[config.mk]
export PLATFORM = sky130hd
export DESIGN_NAME = out_port_fifo
export DESIGN_NICKNAME = d
export VERILOG_FILES = /design/src/rtl/out_port_fifo.sv
export SDC_FILE = /design/constraint.sdc
export NUM_CORES = 1
export LEC_CHECK = 0
export BUFFER_PORTS_ARGS = -buffer_cell sky130_fd_sc_hd__buf_2
export CORE_ASPECT_RATIO = 0.75
export CORE_MARGIN = 2
export CORE_UTILIZATION = 47
export CTS_CLUSTER_DIAMETER = 120
export DETAILED_ROUTE_END_ITERATION = 8
export PLACE_DENSITY = 0.74
export SYNTH_ARGS = -nofsm -noshare
export SYNTH_HDL_FRONTEND = slang
export SYNTH_SLANG_ARGS = --single-unit
[constraint.sdc]
create_clock -name clk -period 6.5 [get_ports clk]
set_input_delay 0.65 -clock clk [delete_from_list [all_inputs] [get_ports clk]]
set_output_delay 0.65 -clock clk [all_outputs]
set_load 0.1 [all_outputs]
[src/rtl/out_port_fifo.sv]
// Output-port FIFO for the MP-8: buffers processor output bytes and drains them over
// a first-word-fall-through valid/ready handshake, with a sticky overflow flag.
module out_port_fifo #(
    parameter int unsigned DATA_W = 8,
    parameter int unsigned DEPTH  = 4,
    parameter int unsigned ADDR_W = 2
) (
    input  logic              clk,
    input  logic              reset,
    input  logic              OutWrite,
    input  logic [DATA_W-1:0] outToOutside,
    output logic [DATA_W-1:0] out_data,
    output logic              out_valid,
    input  logic              out_ready,
    output logic              full,
    output logic              empty,
    output logic [ADDR_W:0]   count,
    output logic              overflow,
    input  logic              clr_ovf
);

    localparam logic [ADDR_W:0] DepthCnt = (ADDR_W + 1)'(DEPTH);

    logic [DATA_W-1:0] mem_q [DEPTH];
    logic [ADDR_W-1:0] wr_ptr_q, wr_ptr_d;
    logic [ADDR_W-1:0] rd_ptr_q, rd_ptr_d;
    logic [ADDR_W:0]   count_q, count_d;
    logic              overflow_q, overflow_d;
    logic              push, pop, drop;

    assign full      = (count_q == DepthCnt);
    assign empty     = (count_q == '0);
    assign count     = count_q;
    assign overflow  = overflow_q;
    assign out_valid = !empty;
    assign out_data  = empty ? '0 : mem_q[rd_ptr_q];

    // A pop frees the head slot in the same cycle, so a full FIFO can still accept a write.
    assign pop  = out_valid && out_ready;
    assign push = OutWrite && (!full || pop);
    assign drop = OutWrite && full && !pop;

    always_comb begin
        wr_ptr_d   = push ? wr_ptr_q + 1'b1 : wr_ptr_q;
        rd_ptr_d   = pop ? rd_ptr_q + 1'b1 : rd_ptr_q;
        count_d    = count_q;
        overflow_d = overflow_q;
        if (push && !pop) begin
            count_d = count_q + 1'b1;
        end else if (pop && !push) begin
            count_d = count_q - 1'b1;
        end
        if (drop) begin
            overflow_d = 1'b1;
        end else if (clr_ovf) begin
            overflow_d = 1'b0;
        end
    end

    always_ff @(posedge clk) begin
        if (reset) begin
            wr_ptr_q   <= '0;
            rd_ptr_q   <= '0;
            count_q    <= '0;
            overflow_q <= 1'b0;
        end else begin
            wr_ptr_q   <= wr_ptr_d;
            rd_ptr_q   <= rd_ptr_d;
            count_q    <= count_d;
            overflow_q <= overflow_d;
        end
    end

    // Storage needs no reset: out_data is forced to zero whenever the FIFO is empty.
    always_ff @(posedge clk) begin
        if (!reset && push) begin
            mem_q[wr_ptr_q] <= outToOutside;
        end
    end

endmodule

Word-level counts from Yosys, hierarchy flattened
Memory sizes are Yosys's and may differ from the RTL's. A register that Yosys moved wholly into a read port is not among the register bits.
Index checks and enable logic that the tools add are counted.
{ "op_classes": {"add_sub_neg": 4, "n_eq_ne": 1, "mux": 9, "reduce_logical": 16} }
{ "op_table": {"columns": ["operator", "count"], "rows": [
  ["8-bit two-way mux", 1],
  ["1-bit logical AND", 7],
  ["3-bit two-way mux", 2],
  ["1-bit logical NOT", 5],
  ["2-bit by 1-bit adder with 2-bit output, second input constant", 2],
  ["1-bit two-way mux", 4],
  ["2-bit two-way mux", 2],
  ["2-bit nonzero test", 2],
  ["3-bit by 1-bit adder with 3-bit output, second input constant", 1],
  ["3-bit == test, second input constant", 1],
  ["3-bit logical NOT", 1],
  ["3-bit by 1-bit subtractor with 3-bit output, second input constant", 1],
  ["1-bit logical OR", 1]
]} }
{ "word_totals": {"reg_bits": 8, "ram_bits": 32, "inputBits": 13, "out_inout_bits": 15, "word_cells": 35, "memories": 1} }
{ "memory_table": {"columns": ["name", "words", "word_bits", "read_ports", "rd_ports_with_merged_regs", "write_ports", "line", "text"], "rows": [
  ["mem_q", 4, 8, 1, 1, 1, "24", "logic [DATA_W-1:0] mem_q [DEPTH];"]
]} }

Longest topological paths before layout
{ "logic_depth": {"depth_word": 9, "depth_mapped": 9, "ltp_nobuf": 9} }

Least setup slack after synthesis
No wires, ideal clock.
{ "synth_path": {"kind": "reg2out", "from": "register count_q[0] (netlist: count[0])", "to": "output port out_data[0]", "arrival_ns": 3.428, "required_ns": 5.850, "setup_slack_ns": 2.422, "stages_incl_launch_ff": 4, "path_buffers": 1, "path_cell_list": "dfxtp_1 -> nor3_1 -> clkbuf_1 -> nor2b_1"} }
{ "synth_via": {"elab_chain_cells": 2} }
{ "synth_rtl": {"columns": ["item", "line", "text"], "rows": [
  ["start, declared", "27", "logic [ADDR_W:0] count_q, count_d;"],
  ["start signal, assigned", "69", "count_q <= count_d;"],
  ["3-bit logical NOT", "32", "assign empty = (count_q == '0);"],
  ["named net empty", "16", "output logic empty,"],
  ["8-bit two-way mux", "36", "assign out_data = empty ? '0 : mem_q[rd_ptr_q];"],
  ["end, declared", "12", "output logic [DATA_W-1:0] out_data,"]
]} }
The timed path passes the listed nets, and every way through them passes these cells.

==> impl_metrics.csv <==
group,metric,value,unit
detailed_routing,vias,939,
synth,ys_seq_area_share,66.9,%
synth,synth_cell_types,26,
detailed_routing,wl,2760,um
detailed_routing,drt_iter0_markers,52,
setup_path,slowest_delay,0.69,ns
place,hpwl,1960,um
clocking,postCtsSetupBuffers,0,
layout,finalNetCount,160,
setup_path,worstSetupPathType,"flip-flop to output port",
synth,synthCells,106,
detailed_routing,wl_per_cell,14.2,um
timing,layout_min_cycle_time,2.63,ns
setup_path,worstPathBufferInverterCount,1,
global_routing,antenna_found_initial,0,
global_routing,grt_pass1_vias,976,
timing,finalSetupTns,0,ns
global_routing,grt_pass1_wl,4530,um
run_status,status,"finished clean",
synth,syn_area_per_cell,16.4,um^2
synth,synth_nets,125,
clocking,clock_latency,0.29,ns
layout,final_common_cell,"edfxtp_1",
place,gp_congestion,0.727,
detailed_routing,drc,0,
timing,worst_pin_slew,0.773,ns
die,rows,19,
clocking,cts_tree,"built",
die,coreArea,3590,um^2
setup_path,path_delay_family,"flip-flops",
setup_path,cp-start-kind,"flip-flop",
detailed_routing,final_antenna_net_count,0,
synth,async_reset_ff_share,0,%
clocking,clockRootBuffer,"clkbuf_8",
setup_path,path_cells,"mux4_2, nor2b_1, buf_2",
synth,synth_top_cell_by_area,"edfxtp_1",
layout,final_layout_size_suffix_gt1_share,36.6,%
setup_path,end_kind,"output port",
synth,yosys_warnings,0,
layout,area_growth,17.7,%
die,num_io_pins,28,
job,max-cap-violations,0,
layout,antennaDiodeCount,0,
synth,synth_flop_cell,"edfxtp_1",
global_routing,grt_overflow_total,0,
setup_path,required,5.85,ns
die,initial_utilization,48.3,%
place,io_buffers,27,
die,fp.dieW,74.2,um
synth,yosys-top-cells-area,"edfxtp_1 55%, dfxtp_1 12%, mux4_2 10%",
layout,final_cell_mix,"32 x edfxtp_1, 27 x buf_2, 10 x dfxtp_1, 8 x mux4_2, 8 x nor2b_1",
global_routing,grt_max_degree,16,
timing,max_slew_margin,48.3,%
timing,slew_viol_final,0,
detailed_routing,vias_per_cell,4.84,
synth,ys_ff_latch,42,
timing,hold_violations,0,
die,die_y,56.6,um
timing,fin_crit_sh,40.5,%
clocking,cts_htree_levels,2,
synth,synth_top_area_share,55.4,%
die,die-area,4200,um^2
setup_path,path_max_fanout,8,
synth,syn_area,1740,um^2
clocking,numCtsBuffers,5,
clocking,cts_max_path_buffers,2,
detailed_routing,firstDrtPassIters,4,
clocking,cts_hold_buf,0,
clocking,clock_sinks,42,
clocking,postCtsResizedCells,0,
synth,synth_edf_count,32,
min_path,hold_class,"flip-flop to flip-flop",
timing,rsz0062_at_grt,"false",
setup_path,cp.arrival,1.98,ns
clocking,cts.clk_slew.worst_paths,0.08,ns
setup_path,cp_slowest_cell,"dfxtp_1",
timing,fin_skew,0.00591,ns
timing,setup_viol,0,
global_routing,track_usage,15.3,%
timing,fmax,380,MHz
Yosys cell counts, types with 3 or more instances:
library cell	instances
a21oi_1	3
clkbuf_1	3
dfxtp_1	10
edfxtp_1	32
ha_1	5
inv_1	5
mux4_2	8
nand2b_1	3
nor2_1	6
nor2b_1	8
nor3b_1	4
xor2_1	3
cell families (layout without fill, tap and decap cells):
kind of cell	Yosys count	count (layout)	synth area share, %
flip-flops	42	42	66.9
AND/OR/NAND/NOR	27	27	9.37
multiplexers	11	11	12.4
buffers and inverters	10	46	2.23
AO/OA/AOI/OAI	7	7	2.81
adder cells (fa/ha/maj)	6	6	4.76
XOR/XNOR	3	3	1.51
tightest hold or removal path, cell delays in order (launching register included):
cell and delay [ns]:
dfxtp_1 0.31, nand2b_1 0.06, a21oi_1 0.05
state kept, by name, indices dropped and copies added, names as in the netlist, named ones only:
| register | cells |
|---|---|
| count | 3 |
| overflow | 1 |
| rd_ptr_q | 2 |
| mem_q | 32 |
| wr_ptr_q | 2 |
per-layer routing:
layer / track usage [%] / wire length (um)
met1: 18.7 / 1170
met2: 25.3 / 1460
met3: 5.92 / 91
met4: 4.68 / 34
met5: 0 / 0
metrics by stage:
stage / hold WS (ns) / setup WS, ns / instances / area [um^2] / utilization [%]
6_report: 0.473 / 3.87 / 194 / 2040 / 56.9
5_1_grt: 0.505 / 3.75 / 194 / 2040 / 56.9
4_1_cts: 0.482 / 3.82 / 194 / 2040 / 56.9
3_5_place_dp: 0.469 / 4.14 / 186 / 1960 / 54.5
3_3_place_gp: 0.455 / 4.17 / 186 / 1960 / 54.5
2_1_floorplan: 0.459 / 2.42 / 106 / 1740 / -
cell type report:
| type | instances | area (um^2) |
|---|---|---|
| clock buffer | 6 | 72.6 |
| tap | 52 | 65.1 |
| inverter | 6 | 22.5 |
| fill | 285 | 1550 |
| clock inverter | 2 | 13.8 |
| timing repair buffer | 32 | 173 |
| multi-input combinational | 54 | 536 |
| sequential | 42 | 1160 |
path summary, 6_finish.rpt:
kind	from	endpoint	slack (ns)	cells after the start
max	flip-flop	out_data[0]	3.87	3
min	overflow$_SDFFE_PP0P_	overflow$_SDFFE_PP0P_	0.47	2
max reg2reg	count[2]$_SDFFE_PP0P_	count[2]$_SDFFE_PP0P_	4.26	9
min reg2reg	overflow$_SDFFE_PP0P_	overflow$_SDFFE_PP0P_	0.47	2
Power is left out: the tool's default activity adds up to more than one toggle a clock period on the data nets, which glitch-free logic cannot reach.
